### config.mk
export PLATFORM = sky130hd
export DESIGN_NAME = leaf_out_packetizer_flat
export DESIGN_NICKNAME = d
export VERILOG_FILES = /design/src/rtl/leaf_out_packetizer_if.sv /design/src/rtl/leaf_out_packetizer.sv /design/src/flat_wrapper.sv
export SDC_FILE = /design/constraint.sdc
export NUM_CORES = 1
export LEC_CHECK = 0
export CAP_MARGIN = 40
export CORE_MARGIN = 3
export CORE_UTILIZATION = 32
export CTS_CLUSTER_SIZE = 28
export DETAILED_ROUTE_END_ITERATION = 12
export PLACE_DENSITY = 0.59
export SKIP_LAST_GASP = 1
export SLEW_MARGIN = 20
export SYNTH_ARGS = -nofsm -noshare
export SYNTH_HDL_FRONTEND = slang
export SYNTH_SLANG_ARGS = --single-unit
### constraint.sdc
create_clock -name clk -period 6.87 [get_ports clk]
set_clock_uncertainty 0.1 [all_clocks]
set_input_delay 2.061 -clock clk [delete_from_list [all_inputs] [get_ports clk]]
set_output_delay 2.061 -clock clk [all_outputs]
set_load 0.05 [all_outputs]
### src/rtl/leaf_out_packetizer_if.sv
// User-side output stream bundle: per-port payloads and valids toward the
// packetizer, one-hot accept pulses back to the kernel.
interface leaf_out_packetizer_if #(
  parameter int NUM_OUT_PORTS = 7,
  parameter int PAYLOAD_BITS  = 32
);
  logic [NUM_OUT_PORTS*PAYLOAD_BITS-1:0] din_leaf_user2interface;
  logic [NUM_OUT_PORTS-1:0]              vld_user2interface;
  logic [NUM_OUT_PORTS-1:0]              ack_interface2user;

  modport master (
    output din_leaf_user2interface,
    output vld_user2interface,
    input  ack_interface2user
  );

  modport slave (
    input  din_leaf_user2interface,
    input  vld_user2interface,
    output ack_interface2user
  );
endinterface

### src/rtl/leaf_out_packetizer.sv
// Round-robin packetizer for N user output streams onto one BFT packet bus,
// with per-port destination tagging, address sequencing and credit flow control.
module leaf_out_packetizer #(
  parameter int PACKET_BITS           = 49,
  parameter int PAYLOAD_BITS          = 32,
  parameter int NUM_LEAF_BITS         = 5,
  parameter int NUM_PORT_BITS         = 4,
  parameter int NUM_ADDR_BITS         = 7,
  parameter int NUM_OUT_PORTS         = 7,
  parameter int NUM_BRAM_ADDR_BITS    = 7,
  parameter int FREESPACE_UPDATE_SIZE = 64
) (
  input  logic                  clk,
  input  logic                  reset,
  input  logic                  resend,
  leaf_out_packetizer_if.slave  user,
  input  logic [NUM_OUT_PORTS*(NUM_LEAF_BITS+NUM_PORT_BITS)-1:0] dest_cfg,
  input  logic [NUM_OUT_PORTS-1:0] credit_return,
  output logic [PACKET_BITS-1:0]   dout_leaf_interface2bft,
  output logic [NUM_OUT_PORTS-1:0] credit_empty
);

  localparam int DEST_BITS   = NUM_LEAF_BITS + NUM_PORT_BITS;
  localparam int PTR_BITS    = (NUM_OUT_PORTS > 1) ? $clog2(NUM_OUT_PORTS) : 1;
  localparam int CREDIT_BITS = NUM_BRAM_ADDR_BITS + 1;
  localparam int SUM_BITS    = CREDIT_BITS + $clog2(FREESPACE_UPDATE_SIZE + 1) + 1;
  localparam logic [CREDIT_BITS-1:0] CREDIT_MAX = CREDIT_BITS'(1) << NUM_BRAM_ADDR_BITS;

  logic [NUM_OUT_PORTS-1:0] eligible;
  logic [NUM_OUT_PORTS-1:0] grant;
  logic                     grant_any;
  logic [PTR_BITS-1:0]      grant_idx;
  logic [PTR_BITS-1:0]      rr_ptr_reg;
  logic [PACKET_BITS-1:0]   packet_word [NUM_OUT_PORTS];
  logic [PACKET_BITS-1:0]   dout_reg;
  logic [PACKET_BITS-1:0]   dout_next;

  for (genvar gi = 0; gi < NUM_OUT_PORTS; gi++) begin : g_port
    logic [CREDIT_BITS-1:0]   credit_reg;
    logic [CREDIT_BITS-1:0]   credit_next;
    logic [SUM_BITS-1:0]      credit_sum;
    logic [NUM_ADDR_BITS-1:0] addr_reg;
    logic                     empty_reg;

    assign eligible[gi] = user.vld_user2interface[gi] && (credit_reg != '0) && !resend && !reset;

    assign packet_word[gi] = {1'b1,
                              dest_cfg[gi*DEST_BITS +: DEST_BITS],
                              addr_reg,
                              user.din_leaf_user2interface[gi*PAYLOAD_BITS +: PAYLOAD_BITS]};

    // A send only happens with credit > 0, so the subtraction cannot underflow.
    always_comb begin
      credit_sum = SUM_BITS'(credit_reg);
      if (credit_return[gi]) begin
        credit_sum = credit_sum + SUM_BITS'(FREESPACE_UPDATE_SIZE);
      end
      if (grant[gi]) begin
        credit_sum = credit_sum - SUM_BITS'(1);
      end
      credit_next = (credit_sum > SUM_BITS'(CREDIT_MAX)) ? CREDIT_MAX
                                                          : credit_sum[CREDIT_BITS-1:0];
    end

    always_ff @(posedge clk) begin
      if (reset) begin
        credit_reg <= CREDIT_MAX;
        addr_reg   <= '0;
        empty_reg  <= 1'b0;
      end else begin
        credit_reg <= credit_next;
        empty_reg  <= (credit_next == '0);
        if (grant[gi]) begin
          addr_reg <= addr_reg + 1'b1;
        end
      end
    end

    assign credit_empty[gi] = empty_reg;
  end

  // Search starts just after the last granted port, wrapping around.
  always_comb begin
    int                  idx;
    logic [PTR_BITS-1:0] cand;
    idx       = 0;
    cand      = '0;
    grant     = '0;
    grant_any = 1'b0;
    grant_idx = rr_ptr_reg;
    for (int k = 1; k <= NUM_OUT_PORTS; k++) begin
      idx = int'(rr_ptr_reg) + k;
      if (idx >= NUM_OUT_PORTS) begin
        idx = idx - NUM_OUT_PORTS;
      end
      cand = PTR_BITS'(idx);
      if (!grant_any && eligible[cand]) begin
        grant_any = 1'b1;
        grant_idx = cand;
      end
    end
    if (grant_any) begin
      grant[grant_idx] = 1'b1;
    end
  end

  assign dout_next = grant_any ? packet_word[grant_idx] : '0;

  always_ff @(posedge clk) begin
    if (reset) begin
      rr_ptr_reg <= PTR_BITS'(NUM_OUT_PORTS - 1);
      dout_reg   <= '0;
    end else begin
      dout_reg <= dout_next;
      if (grant_any) begin
        rr_ptr_reg <= grant_idx;
      end
    end
  end

  assign user.ack_interface2user = grant;
  // resend masks the registered word without disturbing it.
  assign dout_leaf_interface2bft = resend ? '0 : dout_reg;

endmodule

### src/flat_wrapper.sv
// flat-port wrapper written by rule: the top's interface ports become plain ports
module leaf_out_packetizer_flat 
#(
  parameter int PACKET_BITS           = 49,
  parameter int PAYLOAD_BITS          = 32,
  parameter int NUM_LEAF_BITS         = 5,
  parameter int NUM_PORT_BITS         = 4,
  parameter int NUM_ADDR_BITS         = 7,
  parameter int NUM_OUT_PORTS         = 7,
  parameter int NUM_BRAM_ADDR_BITS    = 7,
  parameter int FREESPACE_UPDATE_SIZE = 64
)
  (clk, reset, resend, dest_cfg, credit_return, dout_leaf_interface2bft, credit_empty, user_din_leaf_user2interface, user_vld_user2interface, user_ack_interface2user);
  leaf_out_packetizer_if #(.NUM_OUT_PORTS(NUM_OUT_PORTS), .PAYLOAD_BITS(PAYLOAD_BITS)) user_i ();
  input  logic clk;
  input  logic reset;
  input  logic resend;
  input  logic [NUM_OUT_PORTS*(NUM_LEAF_BITS+NUM_PORT_BITS)-1:0] dest_cfg;
  input  logic [NUM_OUT_PORTS-1:0] credit_return;
  output logic [PACKET_BITS-1:0] dout_leaf_interface2bft;
  output logic [NUM_OUT_PORTS-1:0] credit_empty;
  input wire logic [$bits(user_i.din_leaf_user2interface)-1:0] user_din_leaf_user2interface;
  input wire logic [$bits(user_i.vld_user2interface)-1:0] user_vld_user2interface;
  output wire logic [$bits(user_i.ack_interface2user)-1:0] user_ack_interface2user;
  assign user_i.din_leaf_user2interface = user_din_leaf_user2interface;
  assign user_i.vld_user2interface = user_vld_user2interface;
  assign user_ack_interface2user = user_i.ack_interface2user;
  leaf_out_packetizer #(.PACKET_BITS(PACKET_BITS), .PAYLOAD_BITS(PAYLOAD_BITS), .NUM_LEAF_BITS(NUM_LEAF_BITS), .NUM_PORT_BITS(NUM_PORT_BITS), .NUM_ADDR_BITS(NUM_ADDR_BITS), .NUM_OUT_PORTS(NUM_OUT_PORTS), .NUM_BRAM_ADDR_BITS(NUM_BRAM_ADDR_BITS), .FREESPACE_UPDATE_SIZE(FREESPACE_UPDATE_SIZE)) u_core (.clk(clk), .reset(reset), .resend(resend), .user(user_i), .dest_cfg(dest_cfg), .credit_return(credit_return), .dout_leaf_interface2bft(dout_leaf_interface2bft), .credit_empty(credit_empty));
endmodule
== Word-level counts from Yosys, hierarchy flattened ==
Cells that the tools add are included.

* Word-level logic and storage cells: 198
* Output and inout port bits: 63
* Bits of input ports: 304
* Register bits after elaboration: 164

* Bitwise gates (word level): 2
* $add $sub $neg: 35
* Mux-type cells: 63
* Magnitude comparators: 24
* Reduce and logical (&&, ||, !) cells: 51

{| class="wikitable"
|+ Operators by type and width
! cell !! count
|-
| 2-to-1 mux 16 bit || 14
|-
| binary-select mux 49 bit (select 3 bit) || 1
|-
| 2-to-1 mux 49 bit || 3
|-
| > comparator 16 x 8 -> 1 bit, second input constant || 7
|-
| subtractor 16 x 1 -> 16 bit, second input constant || 7
|-
| adder 8 x 7 -> 9 bit, second input constant || 7
|-
| zero test 8 bit || 7
|-
| 2-to-1 mux 8 bit || 7
|-
| nonzero test 8 bit || 7
|-
| adder 7 x 1 -> 7 bit, second input constant || 7
|-
| 2-to-1 mux 3 bit || 14
|-
| < comparator 3 x 4 -> 1 bit, second input constant || 8
|-
| greater-or-equal comparator 4 x 3 -> 1 bit, second input constant || 7
|-
| logical AND 1 bit || 28
|-
| binary-select mux 1 bit (select 3 bit) || 7
|-
| subtractor 3 x 1 -> 3 bit, second input constant || 7
|-
| adder 3 x 3 -> 4 bit, second input constant || 4
|-
| 2-to-1 mux 1 bit || 15
|-
| adder 3 x 2 -> 4 bit, second input constant || 2
|-
| zero test 1 bit || 8
|-
| 2-to-1 mux 7 bit || 1
|-
| adder 3 x 1 -> 4 bit, second input constant || 1
|-
| greater-or-equal comparator 4 bit, second input constant || 1
|-
| NOT 3 -> 4 bit || 1
|-
| 4 further kinds || 4
|}

== Longest topological paths before layout ==
Gate-level depths: netlist of the first run.

* Depth in word-level cells: 34
* Mapped depth: 22
* Mapped depth without buffers: 18

== Worst setup path before layout of the first run ==
OpenSTA, ideal clock, no wires.

* Kind: input-to-output
* Start: input port resend
* End: output port user_ack_interface2user[2]
* Slack: -476 ps
* Required time: 4709 ps
* Data arrival time: 5185 ps
* Stages: 12
* Path buffers: 2
* Cells stage by stage: or3b_1 -> a31oi_1 -> mux2_2 -> a221oi_1 -> a221o_1 -> nand4_2 -> nor2_1 -> a21oi_1 -> nand2_1 -> clkbuf_1 -> nor2_1 -> clkbuf_1

* Cells in the longest elaborated chain, start to end: 29
* Elaborated cells between the ends (all ways): 61
* Those cells by class: 2 x order compare; 31 x mux; 28 x reduce/logical

{| class="wikitable"
|+ Ends and longest elaborated chain
! element !! line !! text
|-
| start: declaration || flat_wrapper.sv:17 || <nowiki>input logic resend;</nowiki>
|-
| zero test 1 bit * || leaf_out_packetizer.sv:45 || <nowiki>assign eligible[gi] = user.vld_user2interface[gi] && (credit_reg != '0) && !resend && !reset;</nowiki>
|-
| logical AND 1 bit (2 in series) || leaf_out_packetizer.sv:45 ||
|-
| binary-select mux 1 bit (select 3 bit) || leaf_out_packetizer.sv:97 || <nowiki>if (!grant_any && eligible[cand]) begin</nowiki>
|-
| 2-to-1 mux 1 bit (implied by the code) || leaf_out_packetizer.sv:97 ||
|-
| 2-to-1 mux 1 bit || leaf_out_packetizer.sv:97 ||
|-
| zero test 1 bit || leaf_out_packetizer.sv:97 ||
|-
| logical AND 1 bit || leaf_out_packetizer.sv:97 ||
|-
| 2-to-1 mux 1 bit || leaf_out_packetizer.sv:97 ||
|-
| [... 12 more ...] || n/a ||
|-
| zero test 1 bit || leaf_out_packetizer.sv:97 ||
|-
| logical AND 1 bit || leaf_out_packetizer.sv:97 ||
|-
| 2-to-1 mux 3 bit || leaf_out_packetizer.sv:97 ||
|-
| < comparator 3 x 4 -> 1 bit (implied by the code) or greater-or-equal comparator 3 x 1 -> 1 bit (tied branches) || leaf_out_packetizer.sv:103 || <nowiki>grant[grant_idx] = 1'b1;</nowiki>
|-
| logical AND 1 bit (implied by the code) || leaf_out_packetizer.sv:103 ||
|-
| 2-to-1 mux 1 bit (implied by the code) || leaf_out_packetizer.sv:103 ||
|-
| demux 1 bit (select 3 bit) || n/a ||
|-
| 2-to-1 mux 7 bit * || leaf_out_packetizer.sv:102 || <nowiki>if (grant_any) begin</nowiki>
|-
| end: declaration || flat_wrapper.sv:24 || <nowiki>output wire logic [$bits(user_i.ack_interface2user)-1:0] user_ack_interface2user;</nowiki>
|}

Mark *: on every way between the ends. The rest lies on a longest branch, timed or not. The select of a mux whose other input is x is not followed.

== Worst setup path in the final report of the first run ==
* Start: input port user_vld_user2interface[6]
* End: output port user_ack_interface2user[0]

* Cells in the longest elaborated chain, start to end: 29
* Elaborated cells between the ends (all ways): 49
* Those cells by class: 2 x order compare; 31 x mux; 16 x reduce/logical

{| class="wikitable"
|+ Ends and longest elaborated chain
! element !! line !! text
|-
| start: declaration || flat_wrapper.sv:23 || <nowiki>input wire logic [$bits(user_i.vld_user2interface)-1:0] user_vld_user2interface;</nowiki>
|-
| logical AND 1 bit * (3 in series) || leaf_out_packetizer.sv:45 ||
|-
| binary-select mux 1 bit (select 3 bit) || leaf_out_packetizer.sv:97 ||
|-
| 2-to-1 mux 1 bit (implied by the code) || leaf_out_packetizer.sv:97 ||
|-
| 2-to-1 mux 1 bit || leaf_out_packetizer.sv:97 ||
|-
| zero test 1 bit || leaf_out_packetizer.sv:97 ||
|-
| logical AND 1 bit || leaf_out_packetizer.sv:97 ||
|-
| 2-to-1 mux 1 bit || leaf_out_packetizer.sv:97 ||
|-
| zero test 1 bit || leaf_out_packetizer.sv:97 ||
|-
| [... 11 more ...] || n/a ||
|-
| zero test 1 bit || leaf_out_packetizer.sv:97 ||
|-
| logical AND 1 bit || leaf_out_packetizer.sv:97 ||
|-
| 2-to-1 mux 3 bit || leaf_out_packetizer.sv:97 ||
|-
| < comparator 3 x 4 -> 1 bit (implied by the code) or greater-or-equal comparator 3 x 1 -> 1 bit (tied branches) || leaf_out_packetizer.sv:103 ||
|-
| logical AND 1 bit (implied by the code) || leaf_out_packetizer.sv:103 ||
|-
| 2-to-1 mux 1 bit (implied by the code) || leaf_out_packetizer.sv:103 ||
|-
| demux 1 bit (select 3 bit) || n/a ||
|-
| 2-to-1 mux 7 bit * || leaf_out_packetizer.sv:102 ||
|}

Marked as above.

==> results.yml, run 1 <==
outcome:
  status: "complete, but fails checks"
  violations: "negative setup slack"
final_layout:
  nets: 2600
  finalNonFillerCells: 2793
  largest_reg_flops: 56
  syn_to_final_growth_pct: 47.5
  finish.utilization_pct: 48.3
  drive_gt1_share_pct: 13.4
  final_cell_mix: "nand2_1, clkdlybuf4s50_1, dfxtp_1"
  mostFrequentLayoutCell: "nand2_1"
yosys:
  dominantRegCellSynth: "dfxtp_1"
  avgSynthCellArea_um2: 7.00
  ys_warn_count: 0
  synth_area_leaders: "dfxtp_1, nand2_1, a21oi_1, nand3_1, nor2_1"
  synth_cell_types: 102
  synth-seq-cells: 164
  synth_area_um2: 12800
  synth_seq_area_share_pct: 25.6
  synth_nets: 2173
  synth_edf_count: 0
  syn_inst: 1829
  yosys.area.top_type: "dfxtp_1"
  synth_top_area_share_pct: 25.6
  synthArstFlopShare_pct: 0
detailed_routing:
  finalWirelength_mm: 52.7
  drt-pass1-iter-count: 5
  drcViolationCount: 0
  drtAntennaViolNets: 0
  wl_per_cell_um: 18.9
  drt-initial-drc-count: 1219
  num_vias: 14600
  vias_per_cell: 5.23
grt:
  grt_pass1_vias: 13800
  met3_usage_pct: 3.86
  grt_overflow: 0
  use_met2_pct: 39.6
  grt-busiest-layer: "met2"
  grtUsageMet1_pct: 31.7
  grt_max_degree: 70
  grt_pass1_wl_mm: 79.4
  grt_use_total_pct: 23.7
  antenna_found_initial: 7
timing:
  min_period_ps: 7050
  tightest_slew_ps: 748
  maxSlewHeadroom_pct: 49.7
  setup_ws_ps: -185
  slew_viol_final: 0
  hold_viol: 0
  max_clock_freq_mhz: 142
  rsz0062_at_grt: "yes"
  finalSetupViolCount: 7
  fin_crit_sh_pct: 103
placed_design:
  io_buffers: 366
  place_ws_ps: -589
  gp_congestion: 0.916
  post-place-cells: 2730
  dp_hpwl_mm: 40.4
setup_path:
  crit_chain: "buf_6, or3b_1, a31oi_1, buf_4, or3b_4, o2111a_2, a211oi_4, nand4_2, or4_4, o211a_4, buf_6, or2_4, nor2_4, buf_12"
  critical_path.endpoint_type: "primary output"
  worstRegToRegCells: 23
  slowest_stage: "or4_4"
  max_stage_delay_ps: 520
  crit_path_start_kind: "input port"
  path_max_fanout: 5
  cp.required_ps: 4710
  critPathArrivalTime_ps: 4890
  worstSetupPathType: "input port to primary output"
  worst_path_most_repeated_cell: "buf_6"
clock_tree:
  clkTransAtPathRegs_ps: 60
  cts_tree: "yes"
  cts_buffer_depth: 2
  ctsHoldBuffers: 0
  numClockSinks: 164
  clkLatencyLatePin_ps: 440
  cts_root_buf: "clkbuf_16"
  cts_buffers: 17
  htree_levels: 4
floorplanning:
  dieArea_um2: 42400
  initial_utilization_pct: 32.7
  num_io_pins: 367
  core_region_area_um2: 39100
  die_h_um: 206
  die-width_um: 206
  rows: 72
hold_path:
  holdPathStages: 2
  hp-class: "flop to flop"
job:
  drv_cap: 0
==> through the flow <==
stage	setup TNS, ps	hold slack, ps	cell area [µm²]
after floorplan	-115	358	12900
after global placement	-8110	370	17800
after detailed placement	-4790	380	17900
after CTS	-1450	388	18800
after global routing	-1830	422	18900
final	-982	387	18900
==> Yosys cell counts (5+ instances only) <==
library cell and count:
buf_1 7, xor2_1 41, xnor2_1 60, nand4_1 23, or2_2 7, nor3_1 55
and2_1 12, buf_4 9, nor2b_1 58, nor3b_1 7, and3_1 9, nand2b_1 15
ha_1 39, or3_1 12, buf_2 30, nor2_1 142, a211oi_1 42, a22oi_1 6
a31oi_1 10, mux2_2 6, o211ai_1 12, nand2_1 396, o21a_1 6, a31o_2 5
and4_1 6, or2_1 6, nand3_1 136, nand3b_1 6, a21oi_1 159, or4_1 5
a21o_1 5, dfxtp_1 164, inv_1 49, o21ai_0 44, clkbuf_1 74, nor4_1 17
mux2i_1 26
==> layout make-up <==
class                   instances  area [µm²]
diodes                          6        15.0
clock buffers                  18         429
clock inverters                14         145
fillers                      3897       20200
inverters                      53         211
multi-input cells            1489        9050
flip-flops and latches        164        3280
well taps                     518         648
repair buffers                531        5110
==> metal layers <==
layer  vias to the layer above  routed length, µm
met1                      6876              23500
li1                       7239                  -
met5                         -                 26
met4                         4               1020
met3                        65               3070
met2                       414              25200
==> critical path: cells and delay by family <==
kind                   cells  cell delay, ps
buffers and inverters      4             550
AND/OR/NAND/NOR            6            1650
AO/OA/AOI/OAI              4             610
==> cells by family (layout without fill, tap and decap cells) <==
family,after synthesis,count (layout),share of synthesized area (%)
other,0,6,0
XOR/XNOR,103,103,7.16
AO/OA/AOI/OAI,371,371,19.4
buffers and inverters,176,616,5.89
multiplexers,36,36,3.20
AND/OR/NAND/NOR,939,939,34.7
adder cells (fa/ha/maj),40,40,3.97
flip-flops,164,164,25.6
==> path summary, 6_finish.rpt <==
path                           startpoint                           end  slack [ps]
max            user_vld_user2interface[6]    user_ack_interface2user[0]        -180
min          u_core.g_port[1].addr_reg[1]  u_core.g_port[1].addr_reg[1]         390
max reg2reg          u_core.rr_ptr_reg[1]           u_core.dout_reg[38]         680
min reg2reg  u_core.g_port[1].addr_reg[1]  u_core.g_port[1].addr_reg[1]         390
==> what timing repair did <==
action                                  in CTS  in global routing
gates cloned                                 0                  0
setup buffers                               23                  5
pin swaps                                   17                 22
endpoints found under the setup margin       7                  7
resized for setup                           51                 28
Power of run 1 is not shown: default switching activity piles up to over one toggle a cycle in this logic, so the estimate is an artifact.
==> run 2: changes to the inputs <==
Settings changed: CTS_BUF_LIST set to sky130_fd_sc_hd__clkbuf_4 sky130_fd_sc_hd__clkbuf_8 sky130_fd_sc_hd__clkbuf_16.
==> run 2 against run 1 <==
The flow still finishes with violations (negative setup slack). Global-route usage is the same. Clock-buffer cell count is the same. Cell count is essentially flat. Critical path type unchanged. Non-clock buffer count is the same. Sequential share of layout area is essentially flat. Register-to-register slack gained 50 ps. Critical path depth is the same.
==> results.yml, run 2 (synthesis results as in run 1) <==
clock_tree:
  clkLatencyLatePin_ps: 440
  numClockSinks: 164
  clkTransAtPathRegs_ps: 60
  htree_levels: 4
  cts_buffer_depth: 2
  cts_buffers: 17
  cts_root_buf: "clkbuf_16"
  ctsHoldBuffers: 0
  cts_tree: "yes"
final_layout:
  mostFrequentLayoutCell: "nand2_1"
  syn_to_final_growth_pct: 47.6
  finish.utilization_pct: 48.3
  largest_reg_flops: 56
  drive_gt1_share_pct: 13.5
  final_cell_mix: "nand2_1, clkdlybuf4s50_1, dfxtp_1"
  nets: 2600
  design_area_um2: 18900
  finalNonFillerCells: 2794
placed_design:
  dpl_cell_area_um2: 17900
  dp_hpwl_mm: 40.4
  io_buffers: 366
  post-place-cells: 2730
  gp_congestion: 0.916
  place_ws_ps: -589
floorplanning:
  rows: 72
  core_region_area_um2: 39100
  die-width_um: 206
  initial_utilization_pct: 32.7
  num_io_pins: 367
  die_h_um: 206
  dieArea_um2: 42400
timing:
  maxSlewHeadroom_pct: 50.0
  tightest_slew_ps: 743
  rsz0062_at_grt: "yes"
  max_clock_freq_mhz: 142
  min_period_ps: 7060
  finalSetupViolCount: 7
  setup_ws_ps: -190
  fin_crit_sh_pct: 103
  slew_viol_final: 0
  hold_viol: 0
grt:
  antenna_found_initial: 7
  grt_overflow: 0
  grt_max_degree: 70
  grt_use_total_pct: 23.7
  grt_pass1_vias: 13800
  grt_pass1_wl_mm: 79.4
outcome:
  violations: "negative setup slack"
  status: "complete, but fails checks"
detailed_routing:
  drt-pass1-iter-count: 5
  drcViolationCount: 0
  num_vias: 14600
  wl_per_cell_um: 18.9
  vias_per_cell: 5.23
  finalWirelength_mm: 52.7
  drtAntennaViolNets: 0
  drt-initial-drc-count: 1188
setup_path:
  worstSetupPathType: "input port to primary output"
  critPathArrivalTime_ps: 4900
  slowest_stage: "or4_4"
  max_stage_delay_ps: 520
  critical_path.endpoint_type: "primary output"
  crit_family: "simple AND/OR/NAND/NOR gates"
  critPathBufInv: 4
  crit_chain: "buf_6, or3b_1, a31oi_1, buf_4, or3b_4, o2111a_2, a211oi_4, nand4_2, or4_4, o211a_4, buf_6, or2_4, nor2_4, buf_12"
  worst_path_most_repeated_cell: "buf_6"
  crit_path_start_kind: "input port"
  path_max_fanout: 5
  cp.required_ps: 4710
hold_path:
  hp-class: "flop to flop"
job:
  drv_cap: 0
run 2: cell types whose count changed in the layout (fill, tap and decap cells not counted), sizes merged:
cell	change
diode	+1
run 2: per-stage QoR:
step | TNS, ps | hold WS, ps
after floorplan | -115 | 358
after detailed placement | -4790 | 380
final | -1050 | 387
after global routing | -1830 | 422
after CTS | -1450 | 388
after global placement | -8110 | 370
run 2: what timing repair did:
| item | 4_1_cts | 5_1_grt |
|---|---|---|
| endpoints found under the hold margin | 0 | 0 |
| setup endpoints to repair | 7 | 7 |
| setup buffers | 23 | 5 |
| resized for setup | 51 | 28 |
| pin swaps | 17 | 22 |
run 2: path summary, 6_finish.rpt:
| path | startpoint | end | slack (ps) | depth (start not counted) |
|---|---|---|---|---|
| hold / removal | u_core.g_port[1].addr_reg[1] | u_core.g_port[1].addr_reg[1] | 390 | 2 |
| setup reg to reg | u_core.rr_ptr_reg[1] | u_core.dout_reg[38] | 730 | 23 |
| setup / recovery | user_vld_user2interface[6] | user_ack_interface2user[0] | -190 | 14 |
| hold reg to reg | u_core.g_port[1].addr_reg[1] | u_core.g_port[1].addr_reg[1] | 390 | 2 |
run 2: area by class of cell:
class	instances	area, µm²
multi-input combinational	1489	9050
sequential	164	3280
fill	3896	20200
timing repair buffer	531	5110
tap	518	648
inverter	53	211
antenna	7	17.5
clock inverter	14	145
clock buffer	18	433
run 2: layer usage:
metal | vias to the layer above | GRT usage [%] | part of all wire, %
met3 | 56 | 3.86 | 5.7
li1 | 7248 | - | -
met2 | 418 | 39.6 | 48
met1 | 6890 | 31.7 | 45
met5 | - | 0 | 0.049
met4 | 4 | 6.42 | 1.8
run 2: worst register-to-register path, cell delays in order, from the launching register on:
cell and delay (ps):
dfxtp_1 340, inv_1 260, ha_1 230, inv_1 60, fa_1 570, buf_4 240, nor3b_1 300, o211ai_1 120
o22a_1 240, nand4_1 210, buf_4 170, a21oi_2 40, and3_4 150, a221o_1 410, a32oi_2 200, buf_4 180
and2_4 160, buf_4 420, buf_12 320, buf_4 580, nand2_1 150, nand3_1 110, a21oi_1 90, a211oi_1 380
Power of run 2 is left out for the same reason.
==> run 3: changes to the inputs <==
Settings changed: GPL_ROUTABILITY_DRIVEN set to 0.
==> run 3 against run 2 <==
The flow still finishes with violations (negative setup slack). Global-route usage is 0.62 points lower. Non-clock buffer count is 18 lower. Maximum frequency is 1.4% lower. Setup slack worse by 99 ps. Clock-buffer cell count stayed put. Register-to-register slack worse by 110 ps. Die area stayed put. Critical path depth stayed put. Hold slack better by 3.9 ps. Final area is 1.1% lower.
==> results.yml, run 3 (synthesis results as in run 1) <==
outcome:
  status: "complete, but fails checks"
  violations: "negative setup slack"
floorplanning:
  die_h_um: 206
  die-width_um: 206
  num_io_pins: 367
  rows: 72
  core_region_area_um2: 39100
  dieArea_um2: 42400
  initial_utilization_pct: 32.7
placed_design:
  io_buffers: 366
  post-place-cells: 2714
  dp_hpwl_mm: 39.2
clock_tree:
  numClockSinks: 164
  htree_levels: 4
  cts_tree: "yes"
  cts_buffer_depth: 2
  cts_buffers: 17
  cts_root_buf: "clkbuf_16"
  clkLatencyLatePin_ps: 440
  clkTransAtPathRegs_ps: 60
timing:
  hold_slack_ps: 391
  finalSetupViolCount: 7
  rsz0062_at_grt: "yes"
  setup_ws_ps: -289
  max_clock_freq_mhz: 140
  maxSlewHeadroom_pct: 43.4
  fin_crit_sh_pct: 104
  tightest_slew_ps: 850
  hold_viol: 0
  slew_viol_final: 0
  min_period_ps: 7160
setup_path:
  cp.required_ps: 4710
  startpoint: "user_vld_user2interface[0]"
  worstSetupPathType: "input port to primary output"
  timing.reg2reg.setup_slack_ps: 620
  crit_path_start_kind: "input port"
  critical_path.endpoint_type: "primary output"
  rr_startpoint: "u_core.rr_ptr_reg[0]"
  path_max_fanout: 4
  critPathArrivalTime_ps: 5000
final_layout:
  nets: 2582
  drive_gt1_share_pct: 12.4
  final_cell_mix: "nand2_1, clkdlybuf4s50_1, dfxtp_1"
  largest_reg_flops: 56
  syn_to_final_growth_pct: 46.0
  finalNonFillerCells: 2771
  mostFrequentLayoutCell: "nand2_1"
hold_path:
  min-delay-start: "u_core.g_port[5].addr_reg[1]"
  hp-class: "flop to flop"
detailed_routing:
  drt-met1-wl_mm: 22.6
  wl_met3_mm: 3.48
  drt-pass1-iter-count: 6
  finalWirelength_mm: 52.2
  num_vias: 14800
  drcViolationCount: 0
  drt-initial-drc-count: 1328
  vias_per_cell: 5.33
  route.met2.wl_mm: 24.7
  drtAntennaViolNets: 0
  maxUsedRoutingLayer: "met5"
  wl_per_cell_um: 18.8
grt:
  antenna_found_initial: 4
  grt_pass1_wl_mm: 77.8
  grt_pass1_vias: 13700
  grt_overflow: 0
  grt_max_degree: 89
  grt_use_total_pct: 23.1
job:
  drv_cap: 0
run 3: changes by cell type in the layout (fill, tap and decap cells not counted), sizes merged:
cell,before,now
clkinvlp,3,1
bufinv,1,4
diode,7,3
clkbuf,20,18
inv,59,58
clkinv,4,3
buf,175,157
dlygate4sd2,3,5
run 3: cell type report:
type                       instances  area, µm²
timing repair buffer             513       4930
tap                              518        648
clock buffer                      18        439
sequential                       164       3280
antenna                            3       7.51
multi-input combinational       1489       8980
clock inverter                    13        195
fill                            3801      20400
inverter                          53        209
run 3: path summary, 6_finish.rpt:
check	to	cells after the start
setup / recovery	user_ack_interface2user[1]	14
hold / removal	u_core.g_port[5].addr_reg[1]	2
setup reg to reg	u_core.dout_reg[36]	20
hold reg to reg	u_core.g_port[5].addr_reg[1]	2
run 3: critical path, stage by stage:
cell	delay, ps
clkdlybuf4s15_1	260
o21ai_2	110
buf_4	150
mux2i_1	110
a221o_1	390
a211oi_4	310
nand4_2	160
or4_4	530
o211a_4	170
nor3_4	250
buf_4	160
nand3_4	80
inv_2	100
buf_12	140
run 3: repair_timing:
item                                    in CTS  in global routing
buffers inserted                            15                  7
hold buffers                                 0                  0
endpoints found under the setup margin       7                  7
resized for setup                           40                 20
pin swaps                                   15                 10
run 3: per-layer routing:
metal	track usage, %	vias up
li1	-	7194
met1	30.9	6941
met2	37.8	542
met3	3.83	87
met4	7.56	4
met5	0	-
run 3: metrics by stage:
| stage | utilization (%) | setup slack (ps) | area (µm²) | TNS (ps) |
|---|---|---|---|---|
| 6_report | 47.8 | -289 | 18700 | -1770 |
| 5_1_grt | 47.8 | -397 | 18700 | -2430 |
| 4_1_cts | 47.4 | -322 | 18500 | -1790 |
| 3_5_place_dp | 45.2 | -632 | 17700 | -7320 |
| 3_3_place_gp | 45.1 | -571 | 17600 | -6270 |
| 2_1_floorplan | - | -59.3 | 12900 | -115 |
Power of run 3 is left out for the same reason.
